==> src/rtl/pc_sequencer_pkg.sv <==
// Shared MIPS fetch constants: sequencer state encoding, reset vector
// default and instruction-format widths.
package pc_sequencer_pkg;

  // RUN advances or redirects the PC; HOLD parks a captured redirect
  // until the stall releases.
  typedef enum logic {
    ST_RUN  = 1'b0,
    ST_HOLD = 1'b1
  } pc_state_e;

  localparam logic [31:0] RESET_VECTOR_DEFAULT = 32'h0040_0000;
  localparam int unsigned INSTR_BYTES          = 4;
  localparam int unsigned JUMP_INDEX_W         = 26;

endpackage

==> src/rtl/pc_target_select.sv <==
// Combinational redirect target computation and request priority.
// jr beats jump beats branch; losing requests are simply dropped.
module pc_target_select
  import pc_sequencer_pkg::*;
#(
  parameter int unsigned WIDTH = 32
) (
  input  logic                    branch_i,
  input  logic [WIDTH-1:0]        branch_base_i,
  input  logic [WIDTH-1:0]        branch_offset_sl2_i,
  input  logic                    jump_i,
  input  logic [JUMP_INDEX_W-1:0] jump_index_i,
  input  logic                    jr_i,
  input  logic [WIDTH-1:0]        jr_target_i,
  output logic                    request,
  output logic [WIDTH-1:0]        target,
  output logic                    jr_misaligned
);

  logic [WIDTH-1:0] branch_target;
  logic [WIDTH-1:0] jump_target;
  logic [WIDTH-1:0] jr_aligned;

  // Jump keeps the 256 MB region of the delay-slot PC; jr drops the low
  // two bits so fetch stays word aligned even on a bad register value.
  assign branch_target = branch_base_i + branch_offset_sl2_i;
  assign jump_target   = {branch_base_i[WIDTH-1:28], jump_index_i, 2'b00};
  assign jr_aligned    = {jr_target_i[WIDTH-1:2], 2'b00};

  // Priority mux over the three redirect sources.
  always_comb begin
    request       = 1'b0;
    target        = '0;
    jr_misaligned = 1'b0;
    if (jr_i) begin
      request       = 1'b1;
      target        = jr_aligned;
      jr_misaligned = |jr_target_i[1:0];
    end else if (jump_i) begin
      request = 1'b1;
      target  = jump_target;
    end else if (branch_i) begin
      request = 1'b1;
      target  = branch_target;
    end
  end

endmodule

==> src/rtl/pc_sequencer.sv <==
// Fetch PC sequencer. Valid/ready-free: a request is sampled every cycle
// the sequencer is in RUN; while stalled the first accepted redirect is
// parked and every later request is ignored until the stall releases.
module pc_sequencer
  import pc_sequencer_pkg::*;
#(
  parameter int unsigned      WIDTH        = 32,
  parameter logic [WIDTH-1:0] RESET_VECTOR = WIDTH'(RESET_VECTOR_DEFAULT)
) (
  input  logic                    clk,
  input  logic                    reset,
  input  logic                    stall_i,
  input  logic                    branch_i,
  input  logic [WIDTH-1:0]        branch_base_i,
  input  logic [WIDTH-1:0]        branch_offset_sl2_i,
  input  logic                    jump_i,
  input  logic [JUMP_INDEX_W-1:0] jump_index_i,
  input  logic                    jr_i,
  input  logic [WIDTH-1:0]        jr_target_i,
  output logic [WIDTH-1:0]        pc_o,
  output logic [WIDTH-1:0]        pc_plus4_o,
  output logic                    redirect_o,
  output logic                    pending_o,
  output logic                    misaligned_o
);

  pc_state_e        state_q, state_d;
  logic [WIDTH-1:0] pc_q, pc_d;
  logic [WIDTH-1:0] pending_q, pending_d;
  logic             redirect_q, redirect_d;
  logic             misaligned;

  logic             request;
  logic [WIDTH-1:0] target;
  logic             jr_misaligned;

  pc_target_select #(
    .WIDTH(WIDTH)
  ) u_target_select (
    .branch_i           (branch_i),
    .branch_base_i      (branch_base_i),
    .branch_offset_sl2_i(branch_offset_sl2_i),
    .jump_i             (jump_i),
    .jump_index_i       (jump_index_i),
    .jr_i               (jr_i),
    .jr_target_i        (jr_target_i),
    .request            (request),
    .target             (target),
    .jr_misaligned      (jr_misaligned)
  );

  // Sequential wrap at the top of the address space is natural modulo
  // arithmetic.
  assign pc_plus4_o = pc_q + WIDTH'(INSTR_BYTES);
  assign pc_o       = pc_q;
  assign redirect_o = redirect_q;
  assign pending_o  = (state_q == ST_HOLD);
  // Gated by reset so the flag is quiet while reset is held, even though
  // the state register already reads RUN.
  assign misaligned_o = misaligned & ~reset;

  // State, PC, parked target and redirect pulse registers.
  always_ff @(posedge clk or posedge reset) begin
    if (reset) begin
      state_q    <= ST_RUN;
      pc_q       <= RESET_VECTOR;
      pending_q  <= '0;
      redirect_q <= 1'b0;
    end else begin
      state_q    <= state_d;
      pc_q       <= pc_d;
      pending_q  <= pending_d;
      redirect_q <= redirect_d;
    end
  end

  // Next-state, next-PC and accept-cycle flag decode.
  always_comb begin
    state_d    = state_q;
    pc_d       = pc_q;
    pending_d  = pending_q;
    redirect_d = 1'b0;
    misaligned = 1'b0;
    case (state_q)
      ST_RUN: begin
        if (request) begin
          misaligned = jr_misaligned;
        end
        if (!stall_i) begin
          if (request) begin
            pc_d       = target;
            redirect_d = 1'b1;
          end else begin
            pc_d = pc_plus4_o;
          end
        end else if (request) begin
          pending_d = target;
          state_d   = ST_HOLD;
        end
      end
      ST_HOLD: begin
        if (!stall_i) begin
          pc_d       = pending_q;
          redirect_d = 1'b1;
          pending_d  = '0;
          state_d    = ST_RUN;
        end
      end
      default: begin
        state_d = ST_RUN;
      end
    endcase
  end

endmodule

==> config.mk <==
export PLATFORM = sky130hd
export DESIGN_NAME = pc_sequencer
export DESIGN_NICKNAME = d
export VERILOG_FILES = /design/src/rtl/pc_sequencer_pkg.sv /design/src/rtl/pc_target_select.sv /design/src/rtl/pc_sequencer.sv
export SDC_FILE = /design/constraint.sdc
export NUM_CORES = 1
export LEC_CHECK = 0
export CAP_MARGIN = 10
export CELL_PAD_IN_SITES_DETAIL_PLACEMENT = 0
export CELL_PAD_IN_SITES_GLOBAL_PLACEMENT = 1
export CORE_UTILIZATION = 33
export DETAILED_ROUTE_END_ITERATION = 6
export PLACE_DENSITY_LB_ADDON = 0.08
export SLEW_MARGIN = 20
export SYNTH_ARGS = -nofsm -noshare
export SYNTH_HDL_FRONTEND = slang
export SYNTH_SLANG_ARGS = --single-unit
==> constraint.sdc <==
create_clock -name clk -period 2.7 [get_ports clk]
set_clock_uncertainty 0.1 [all_clocks]
set_input_delay 0.27 -clock clk [delete_from_list [all_inputs] [get_ports clk]]
set_output_delay 0.27 -clock clk [all_outputs]
set_load 0.01 [all_outputs]
* Word-level counts from Yosys, hierarchy flattened *
Index checks and enable logic that the tools add are counted.

operators by class
  add/subtract/negate cells = 2
  equal/unequal tests = 4
  muxes and demuxes = 24
  bitwise operators = 3
  reduce and logical (&&, ||, !) cells = 3

operators by type and width
  operator                 number
  $mux W32                 9
  $pmux W32 S2             2
  $add A32 B3 Y32 const B  1
  $add A32 B32 Y32         1
  $mux W1                  11
  $ne A2 B2 Y1 const B     4
  $pmux W1 S2              2
  $reduce_and A3 Y1        1
  $not A1 Y1               2
  $reduce_and A2 Y1        1
  $reduce_or A2 Y1         1
  $and A1 B1 Y1            1

storage, ports and cells
  register bits = 66
  input port bits = 128
  output and inout bits = 67
  word-level logic and storage cells = 40

* Depth between registers and ports, before layout *
Gate-level depths: netlist of run 1.

  depth in word-level cells = 7
  mapped depth = 12
  depth with buffers taken out = 12

* Modules after synthesis *
Synthesis of run 1 repeated with hierarchy kept, for this count alone.

second synthesis, totals
  cells, all modules = 822
  area, all modules = 6,471.2 um^2

modules (own cells, without submodules)
  module            times used  cells an instance  area each (um^2)  sequential area each (um^2)
  pc_sequencer      1           455                4,007.6           1,652.8
  pc_target_select  1           367                2,463.6           0.0

* Worst setup path after synthesis of run 1 *
No wires, ideal clock.

  path kind = in2reg
  from = input port branch_base_i[0]
  to = register pc_q[24], in the netlist pc_o[24]
  library setup time = 0.145 ns
  arrival = 2.476 ns
  data required time = 2.455 ns
  setup slack = -0.021 ns
  stages = 12
  cell sequence = ha_1 > inv_1 > fa_1 > nand2b_1 > a21oi_1 > o211a_1 > o21ai_1 > a31oi_1 > a31o_2 > xor2_1 > a221oi_1 > a22oi_1

between the ends
  cells in the longest elaborated chain, start to end = 7

ends and longest elaborated chain
  what                  RTL line                source
  from (decl)           pc_sequencer.sv:14      input logic [WIDTH-1:0] branch_base_i,
  $add A32 B32 Y32      pc_target_select.sv:26  assign branch_target = branch_base_i + branch_offset_sl2_i;
  $mux W32              pc_target_select.sv:42  end else if (branch_i) begin
  $mux W32              pc_target_select.sv:39  end else if (jump_i) begin
  $mux W32              pc_target_select.sv:35  if (jr_i) begin
  $mux W32              pc_sequencer.sv:90      if (request) begin
  $mux W32              pc_sequencer.sv:89      if (!stall_i) begin
  $pmux W32 S2          pc_sequencer.sv:84      case (state_q)
  to (signal assigned)  pc_sequencer.sv:71      pc_q <= pc_d;
  to (decl)             pc_sequencer.sv:28      logic [WIDTH-1:0] pc_q, pc_d;

Every way passes these cells. The select of a mux whose other input is x is not followed.
A chain may end at the register's enable or synchronous reset.

* Worst setup path in the final report of run 1 *
  from = input port branch_offset_sl2_i[15]
  to = register pc_q[31], in the netlist pc_o[31]

between the ends
  cells in the longest elaborated chain, start to end = 7

ends and longest elaborated chain
  what              RTL line                source
  from (decl)       pc_sequencer.sv:15      input logic [WIDTH-1:0] branch_offset_sl2_i,
  $add A32 B32 Y32  pc_target_select.sv:26
  $mux W32          pc_target_select.sv:42
  $mux W32          pc_target_select.sv:39
  $mux W32          pc_target_select.sv:35
  $mux W32          pc_sequencer.sv:90
  $mux W32          pc_sequencer.sv:89
  $pmux W32 S2      pc_sequencer.sv:84

Every way passes these cells. The select of a mux whose other input is x is not followed.

==> results of run 1 <==
==> per-layer routing <==
| metal | vias to the layer above | GRT usage (%) |
|---|---|---|
| li1 | 3340 | - |
| met1 | 3308 | 37.5 |
| met2 | 240 | 41.4 |
| met3 | 27 | 2.99 |
| met4 | 0 | 5.74 |
| met5 | - | 0 |
==> worst max-delay path: stages <==
cell and delay (ns):
sky130_fd_sc_hd__clkdlybuf4s50_1 0.45, sky130_fd_sc_hd__ha_4 0.31, sky130_fd_sc_hd__nand4_1 0.20, sky130_fd_sc_hd__nor2_2 0.16
sky130_fd_sc_hd__nand4_1 0.15, sky130_fd_sc_hd__nor2_4 0.17, sky130_fd_sc_hd__buf_4 0.14, sky130_fd_sc_hd__nor2_2 0.04
sky130_fd_sc_hd__a221oi_2 0.20, sky130_fd_sc_hd__buf_4 0.16, sky130_fd_sc_hd__mux2i_1 0.21, sky130_fd_sc_hd__o21ai_2 0.09
sky130_fd_sc_hd__o31a_1 0.24
==> placed cells by master (no fill, tap or decap), types with 13 or more instances in the layout <==
cell type | synthesis | final
sky130_fd_sc_hd__a21o_1 | 16 | 16
sky130_fd_sc_hd__a21oi_1 | 58 | 47
sky130_fd_sc_hd__buf_4 | 4 | 155
sky130_fd_sc_hd__clkdlybuf4s50_1 | 0 | 146
sky130_fd_sc_hd__dfrtp_1 | 65 | 65
sky130_fd_sc_hd__dlygate4sd2_1 | 0 | 18
sky130_fd_sc_hd__dlymetal6s2s_1 | 0 | 23
sky130_fd_sc_hd__ha_4 | 0 | 18
sky130_fd_sc_hd__inv_1 | 26 | 24
sky130_fd_sc_hd__nand2_1 | 96 | 96
sky130_fd_sc_hd__nand3_1 | 19 | 17
sky130_fd_sc_hd__nor2_1 | 53 | 48
sky130_fd_sc_hd__o21ai_0 | 67 | 57
sky130_fd_sc_hd__o21ai_1 | 9 | 13
sky130_fd_sc_hd__xnor2_1 | 32 | 28
sky130_fd_sc_hd__xor2_1 | 19 | 16
==> registers in the layout, summed over array words and instances, names as in the netlist <==
signal,count
redirect_o,1
pending_o,1
pending_q,32
pc_o,32
==> metrics by stage <==
| stage | area (µm²) | power, mW | setup TNS, ns | utilization, % | hold slack, ns |
|---|---|---|---|---|---|
| floorplan | 5790 | 2.09 | 0 | - | 0.342 |
| global placement | 8930 | 3.10 | -19.57 | 51.8 | 0.354 |
| detailed placement | 8930 | 3.12 | -21.47 | 51.8 | 0.368 |
| CTS | 9520 | 4.31 | -0.0736 | 55.2 | 0.276 |
| global route | 9910 | 4.62 | -0.249 | 57.5 | 0.310 |
| finish | 9910 | 4.39 | 0 | 57.5 | 0.255 |
==> cell type report <==
| cell class | count | area, µm² |
|---|---|---|
| clock buffer | 14 | 284 |
| tap | 225 | 282 |
| inverter | 26 | 97.6 |
| sequential | 66 | 1650 |
| timing repair buffer | 351 | 3160 |
| multi-input combinational | 595 | 4430 |
| clock inverter | 2 | 10.0 |
| fill | 1572 | 7330 |
==> power groups by stage <==
stage | Clock [mW] | Sequential (mW) | Combinational (mW)
3_5_place_dp | 0 | 1.24 | 1.88
3_3_place_gp | 0 | 1.23 | 1.87
5_1_grt | 1.19 | 1.24 | 2.18
6_report | 1.14 | 1.23 | 2.02
4_1_cts | 1.15 | 1.22 | 1.94
2_1_floorplan | 0 | 1.28 | 0.808
==> cells by family (layout without fill, tap and decap cells) <==
kind of cell | after synthesis | after routing | share of synthesized area (%)
AOI/OAI and AO/OA | 269 | 269 | 31.6
and+or+nand+nor | 239 | 239 | 19.3
buffers and inverters | 71 | 393 | 5.04
xor gates and xnor gates | 51 | 51 | 7.72
adders and majority gates | 33 | 33 | 7.27
muxes | 3 | 3 | 0.562
DFF | 66 | 66 | 28.6
==> worst max path at each step <==
stage,start,endpoint,depth (start not counted),slack (ns)
floorplan,branch_base_i[0],pending_q[30],12,0.01
global placement,branch_base_i[0],pending_q[20],14,-0.61
detailed placement,branch_offset_sl2_i[0],pending_q[20],14,-0.71
CTS,branch_base_i[2],pc_o[13],13,-0.07
global route,branch_offset_sl2_i[15],pc_o[31],13,-0.06
finish,branch_offset_sl2_i[15],pc_o[31],13,0.03
==> what timing repair did <==
item | in CTS | in global routing
setup endpoints to repair | 54 | 43
hold buffers | 0 | 0
cloned | 0 | 0
pin swaps | 39 | 44
setup buffers | 9 | 5
gates resized for setup | 66 | 85
==> flow_results.org, run 1 <==
** Yosys
- Counting flops and latches in the post-synthesis netlist gives 66.
- By count the netlist is led by sky130_fd_sc_hd__nand2_1, sky130_fd_sc_hd__o21ai_0, sky130_fd_sc_hd__dfrtp_1, sky130_fd_sc_hd__a21oi_1, sky130_fd_sc_hd__nor2_1.
- In this run the biggest area consumer among cell types represents 28.1% of the synthesized area.
- Of all flip-flops after synthesis, the portion carrying an async set or reset was 100%.
- Count of yosys warnings during synthesis :: 0
- Number of distinct standard cells referenced by the synthesized netlist :: 73
- Cell taking the most area after synthesis :: sky130_fd_sc_hd__dfrtp_1
- The synthesized design contains 0 enable-type register cells.
- Post-synthesis sequential area ratio :: 28.6%
- After synthesis, the cell types taking the most area are sky130_fd_sc_hd__dfrtp_1, sky130_fd_sc_hd__ha_1, sky130_fd_sc_hd__nand2_1.
- The average instance in the mapped netlist occupies 7.90 µm².
- Summing every instance area after synthesis gives 0.00579 mm².
- By instance count, the leading cell after synthesis is sky130_fd_sc_hd__nand2_1.
- The number of nets handed over by synthesis was 893.
- Most frequently used flop master after synthesis :: sky130_fd_sc_hd__dfrtp_1
- Synthesis handed over a netlist of 732 instances.

** Route
- Remaining antenna violation count after routing :: 0
- In the routed layout, each cell is associated on average with a via count of 5.41.
- Post-detailed-routing wire length :: 23,600 µm
- Top Layer Used :: met4
- In the detailed route, the total length drawn on met2 is 10,900 µm.
- Met1 routed wirelength after detailed routing :: 11,200 µm
- Across all layers, the routed design uses 6,915 vias.
- Average wire length per cell after detail routing :: 18.4 µm
- Summed over all nets, wire length on met3 after detailed routing comes to 1120 µm.
- Initial drt markers :: 395
- For this run, design rule violations remaining after detail routing come to 1.
- Count of TritonRoute iterations in the first routing pass :: 7

** Worst setup path
- The worst register-to-register path begins at pc_o[2].
- Arr. time, crit path :: 2.79 ns
- Setup slack of the worst register-to-register path :: 0.18 ns
- Critical path required time :: 2.81 ns
- The worst setup path is captured at a register.
- The worst setup path is launched from an input pin.
- Measured in cells, the most critical reg-to-reg path has a length of 9.
- By startpoint and endpoint, the worst setup path is classified as input pin to register.
- In this run the critical register-to-register path is captured at pc_o[30].
- In this run the worst path has a maximum fanout of 5.

** Die
- The floorplan step defined a core boundary enclosing 0.0172 mm².
- Floorplan die area :: 0.0181 mm²
- In this run the count of I/O pins placed on the die edge is 195.
- Die W :: 134 µm
- The die is 134 µm tall.
- Initial cell density of the core :: 33.6%
- The floorplan has 48 rows.

** Global routing
- Entering global routing, the biggest net connects 67 pins.
- Wire length of the first global-routing pass :: 36,400 µm
- Global routing consumed, over all layers together, 26.0% of the routing resources.
- Global route total overflow :: 0
- The initial antenna violation count came to 0.
- The via count of the first global-routing pass is 6,738.

** Clock tree
- Number of sinks driven by the clock tree :: 66
- Number of CTS-inserted buffers :: 9
- Clock edge transition at the registers on the reported setup and hold paths :: 0.06 ns
- The longest clock path from root to sink contains 2 buffers.
- At the later pin of the worst-skew pair, clock insertion delay measures 0.33 ns.
- H-tree level count :: 3
- TritonCTS built the clock tree.
- In this run the clock root is driven by a sky130_fd_sc_hd__clkbuf_16.

** Hold path
- Hold crit path type :: input pin to async pin

** Power
- The analysis attributes to cell leakage a power of 4.39 nW.
- Reported net switching power :: 1.49 mW
- Switching share of power :: 33.8%
- Worst vdd rail ir drop :: 0.339 mV
- Power spread over the standard cell area amounts to 443 mW/mm².
- Reg power frac :: 27.9%
- Cell internal power was estimated by the tool at 2.91 mW.
- Comb pwr share :: 46.0%
- Clk pwr share :: 26.0%

** Finish
- Number of antenna diodes :: 0
- For this run, the number of standard cells in the final layout without fillers is 1,279.
- # nets final :: 1,210
- In the final layout, the share of cells above drive strength 1 is 25.8%.
- Compared with the post-synthesis result, the final layout area differs by 71.3%.

** Placement
- At the placement stage, the worst setup path has a slack of -0.708 ns.
- Total placed cells including tap cells :: 1,251
- After legalization and detailed placement, the total HPWL measured 18,500 µm.
- Port buffering added 194 buffers.
- Routability-driven placement finished with a final weighted congestion of 0.912.

** STA
- Subtracting the final worst setup slack from the clock period gives 2.67 ns.
- Least-Margin Pin Slew :: 0.570 ns
- Ratio of final minimum period to clock period :: 99.0%
- Hold Violations, Final :: 0
- Headroom to the max-slew limit :: 61.6%
- The max-slew violation count is 0.
- Once routing completed, OpenROAD measured the worst setup slack at 0.0262 ns.
- Setup violations remaining at the end of the flow were counted as 0.
- Maximum clock frequency :: 374 MHz

** Outcome
- Failing checks :: DRC
- Run status :: finished, violations left

** Flow run
- Max-cap violations in this run came to 0.
(Power assumes the default switching activity.)
==> run 2: changes to the inputs <==
--- a/config.mk
+++ b/config.mk
@@ -8,10 +8,11 @@
 export CAP_MARGIN = 10
 export CELL_PAD_IN_SITES_DETAIL_PLACEMENT = 0
 export CELL_PAD_IN_SITES_GLOBAL_PLACEMENT = 1
-export CORE_UTILIZATION = 33
+export CORE_UTILIZATION = 35
 export DETAILED_ROUTE_END_ITERATION = 6
-export PLACE_DENSITY_LB_ADDON = 0.08
+export PLACE_DENSITY = 0.88
 export SLEW_MARGIN = 20
 export SYNTH_ARGS = -nofsm -noshare
 export SYNTH_HDL_FRONTEND = slang
+export SYNTH_HIERARCHICAL = 1
 export SYNTH_SLANG_ARGS = --single-unit
==> run 2 against run 1 <==
Effect of this change:
- largest cell class unchanged
- synthesized area increased by 12%
- clock-buffer cell count decreased by 2
- final area increased by 8.7%
- the flow now finishes without violations
- non-clock buffer count increased by 33
- first-iteration DRC count increased by 11%
- combinational power increased by 3%
- global-route usage decreased by 1.4 points
- wire length decreased by 0.37%
- sequential share of layout area decreased by 1.3 points
- via count increased by 9.0%
- critical endpoint is now pc_o[29]
- sequential power about the same
==> flow_results.org, run 2 <==
** Yosys
- The gate count of the mapped netlist came to 822 (+12%).
- The number of nets in the synthesized netlist is 983 (+10%).
- Top cells by instance count after synthesis :: sky130_fd_sc_hd__nand2_1, sky130_fd_sc_hd__dfrtp_1, sky130_fd_sc_hd__o21ai_0, sky130_fd_sc_hd__a21oi_1, sky130_fd_sc_hd__nor2_1
- The count of flip-flops with a built-in enable after synthesis came to 0 (unchanged).
- Among all cell types in the netlist, the one instantiated most often is sky130_fd_sc_hd__nand2_1.
- Cells taking the most area after synthesis :: sky130_fd_sc_hd__dfrtp_1, sky130_fd_sc_hd__ha_1, sky130_fd_sc_hd__nand2_1
- The average footprint of a synthesized cell came to 7.87 µm² (-0.40%).
- The synthesized cell area was 0.00647 mm² (+12%).
- The number of library cell types mapped by synthesis was 83 (+14%).
- Cell taking the most area after synthesis :: sky130_fd_sc_hd__dfrtp_1
- The area fraction of the dominant cell type after synthesis was 25.1% (-3.0 points).
- Most frequently used flop master after synthesis :: sky130_fd_sc_hd__dfrtp_1
- Proportion of synthesized flip-flops having asynchronous set or reset :: 100% (unchanged)
- Count of yosys warnings during synthesis :: 6 (+6)
- The part of the Yosys area used for sequential elements is 25.5% (-3.0 points).
- The flop and latch count out of synthesis came to 66 (unchanged).

** Clock tree
- The tree is rooted in a sky130_fd_sc_hd__clkbuf_16.
- The worst-skew pair later-pin latency is 0.33 ns (about the same).
- Number of CTS-inserted buffers :: 9 (unchanged)
- The maximum level of the CTS H-tree was 3 (unchanged).
- Number of sinks driven by the clock tree :: 66 (unchanged)
- TritonCTS built the clock tree.
- Clock edge transition at the registers on the reported setup and hold paths :: 0.05 ns (about the same)
- The worst-case clock buffer depth is 2 (unchanged).

** Route
- The number of nets with antenna violations after routing was 0 (unchanged).
- Initial drt markers :: 438 (+11%)
- The via count of the routed design came to 7,537 (+9.0%).
- Count of TritonRoute iterations in the first routing pass :: 5 (-2)
- DRC violations left :: 0 (-1)
- Average wire length per cell after detail routing :: 17.0 µm (-7.9%)
- Post-detailed-routing wire length :: 23,500 µm (-0.37%)
- The per-cell via count in the routed design is 5.45 (+0.73%).

** Die
- The overall die area was 0.0190 mm² (+5.4%).
- Die W :: 138 µm (+2.7%)
- Height of the die :: 138 µm (+2.7%)
- The number of primary I/O pins was 195 (unchanged).
- The floorplan core area came to 0.0180 mm² (+4.6%).
- The initial core utilization is 35.9% (+2.3 points).
- The number of cell rows was 49 (+2.1%).

** Global routing
- Initial antenna violation count :: 0 (unchanged)
- The maximum number of pins on one net before global-route repair is 67 (unchanged).
- The overall routing resource usage was 24.6% (-1.4 points).
- The first-pass GRT wire length came to 36,400 µm (-0.12%).
- Vias in the first global route :: 7,076 (+5.0%)
- Global route total overflow :: 0 (unchanged)

** STA
- PnR worst setup slack :: 0.0203 ns (-0.00592 ns)
- Least-Margin Pin Slew :: 0.861 ns (+0.291 ns)
- Ratio of final minimum period to clock period :: 99.2% (+0.22 points)
- Min Tclk post-route :: 2.68 ns (+0.00592 ns)
- Maximum clock frequency :: 373 MHz (-0.22%)
- Setup repair after global routing could not meet its margin everywhere.
- The max-slew violation count is 0 (unchanged).
- Hold Violations, Final :: 0 (unchanged)
- Setup violation total in the final timing report :: 0 (unchanged)
- The relative slew slack was 42.6% (-19 points).
- Final hold slack :: 0.376 ns (+0.121 ns)

** Finish
- The top cell types in the final layout, fill and taps aside, are sky130_fd_sc_hd__buf_4, sky130_fd_sc_hd__clkdlybuf4s50_1, sky130_fd_sc_hd__nand2_1.
- Leaving out fill and tap cells, the most frequent cell in the layout is sky130_fd_sc_hd__buf_4.
- Compared with the post-synthesis result, the final layout area differs by 66.4%.
- The area used by sequential logic in the layout is 0.00165 mm² (unchanged).
- The share of cells above drive strength 1 was 32.2% (+6.4 points).
- Number of antenna diodes :: 0 (unchanged)
- Layout Utilization :: 59.7% (+2.3 points)
- # nets final :: 1,311 (+8.3%)
- The summed area of non-filler cells in the final layout is 0.0108 mm² (+8.7%).
- Area of the multi-input gates :: 0.00511 mm² (+15%)
- Fillers :: 1,586 (+0.89%)

** Worst setup path
- In this run the critical register-to-register path is captured at pc_o[25].
- CP cell instances :: dlygate4sd2_1, ha_4, nand4_1, or2_4, a311oi_4, a2111oi_4, buf_4, o31ai_4, xnor2_2, a21oi_2, a22oi_2, o21ai_1, a211o_1
- Grouping stages by cell kind, the critical path spends the most delay in compound AO/OA/AOI/OAI gates.
- Startpoint type of the worst setup path :: input pin
- The largest stage delay on the critical path was 0.35 ns (-0.10 ns).
- Highest-delay cell along the critical path :: sky130_fd_sc_hd__a311oi_4
- The worst-case register-to-register setup slack was 0.31 ns (+0.13 ns).
- The number of buffers and inverters on the critical path came to 2 (-1).
- Number of cells on the critical path :: 13 (unchanged)
- The startpoint identified for the worst register-to-register timing path is pc_o[7].
- Highest net fanout along the worst path :: 5 (unchanged)
- Worst setup path category :: input pin to register
- Critical path required time :: 2.82 ns (about the same)
- Kind of capture point of the worst setup path :: register
- The data arrival time of the critical path is 2.80 ns (about the same).
- Reg2Reg Depth :: 7 (-2)

** Power
- Power per cell area :: 416 mW/mm² (-6.3%)
- Switching share of power :: 34.0% (+0.19 points)
- The share of power burned in combinational logic came to 46.5% (+0.5 points).
- Internal Pwr Total :: 2.95 mW (+1.5%)
- The largest voltage drop on the vdd net came to 0.338 mV (-0.40%).
- The post-route total power is 4.47 mW (+1.8%).
- Leakage :: 4.71 nW (+7.3%)
- The net switching power came to 1.52 mW (+2.4%).
- Clk pwr share :: 26.1% (about the same)
- The share of total power in sequential cells was 27.5% (-0.4 points).

** Hold path
- Hold crit path type :: register to register
- Cells on Worst Hold Path :: 1
- The startpoint identified for the worst hold timing path is pending_q[26].
- End point of the most critical hold path :: pending_q[26]

** Flow run
- The max-cap check violation count came to 0 (unchanged).

** Placement
- Placed cell areas :: 0.00968 mm² (+8.5%)
- The sum of net half-perimeters after detailed placement was 18,100 µm (-2.1%).
- Count of port buffers added during placement :: 194 (unchanged)
- Worst setup timing slack at the placement stage :: -0.741 ns (-0.0330 ns)
- The global placement routability congestion came to 0.881 (-3.3%).

** Outcome
- Run status :: finished clean
[run 2: cell types whose count changed after synthesis, sizes merged, moves of 6 or more]
cell    change
mux2i       +6
a22o       +13
nand2       -7
inv        +12
clkbuf     +17
nand4      +14
nand3       +7
nand2b      -6
nor2b       +8
or4         +6
a22oi      +28
[run 2: final cells by class]
| class | count | share of cell area, % |
|---|---|---|
| multi-input combinational | 651 | 47.5 |
| timing repair buffer | 384 | 30.4 |
| clock buffer | 12 | 2.29 |
| inverter | 38 | 1.32 |
| tap | 229 | 2.66 |
| clock inverter | 4 | 0.476 |
| sequential | 66 | 15.3 |
[run 2: kinds of logic (layout without fill, tap and decap cells)]
logic type	Yosys count	count (layout)	synth area share [%]
buffers and inverters	105	438	7.17
XOR/XNOR	49	49	6.63
AO/OA/AOI/OAI	295	295	32.2
AND/OR/NAND/NOR	266	266	20.7
adder cells (fa/ha/maj)	33	33	6.50
flip-flops	66	66	25.5
multiplexers	8	8	1.26
[run 2: how the worst max path moves through the flow]
stage | from | endpoint | slack (ns)
after global placement | branch_base_i[0] | pc_o[24] | -0.69
after floorplan | branch_base_i[14] | pc_o[25] | -0.0006
final | branch_base_i[17] | pc_o[29] | 0.02
after detailed placement | branch_base_i[0] | pc_o[24] | -0.74
after global routing | pc_o[7] | pc_plus4_o[25] | -0.08
after CTS | pc_o[3] | pc_plus4_o[28] | -0.17
[run 2: power groups by stage]
stage	Combinational (mW)	Clock, mW	Sequential [mW]
floorplan	0.892	0	1.27
global placement	1.87	0	1.23
detailed placement	1.89	0	1.24
CTS	1.96	1.18	1.22
global route	2.25	1.22	1.25
finish	2.08	1.17	1.23
[run 2: per-layer routing]
metal	track usage, %	up-vias	wire length, µm	part of all wire, %
met5	0	-	0	0
met4	6.52	0	338	1.4
met3	2.38	26	1120	4.8
met2	39.7	262	11000	47
met1	34.9	3542	11000	47
li1	-	3707	-	-
[run 2: what timing repair did]
action | CTS | global route
endpoints found under the setup margin | 65 | 45
hold buffers | 0 | 0
setup buffers | 22 | 11
pin swaps | 71 | 80
resized for setup | 168 | 117
[run 2: metrics by stage]
stage | instances | setup TNS [ns]
5_1_grt | 1384 | -0.459
3_5_place_dp | 1342 | -28.18
6_report | 1384 | 0
2_1_floorplan | 822 | -0.000604
3_3_place_gp | 1342 | -26.75
4_1_cts | 1377 | -0.173
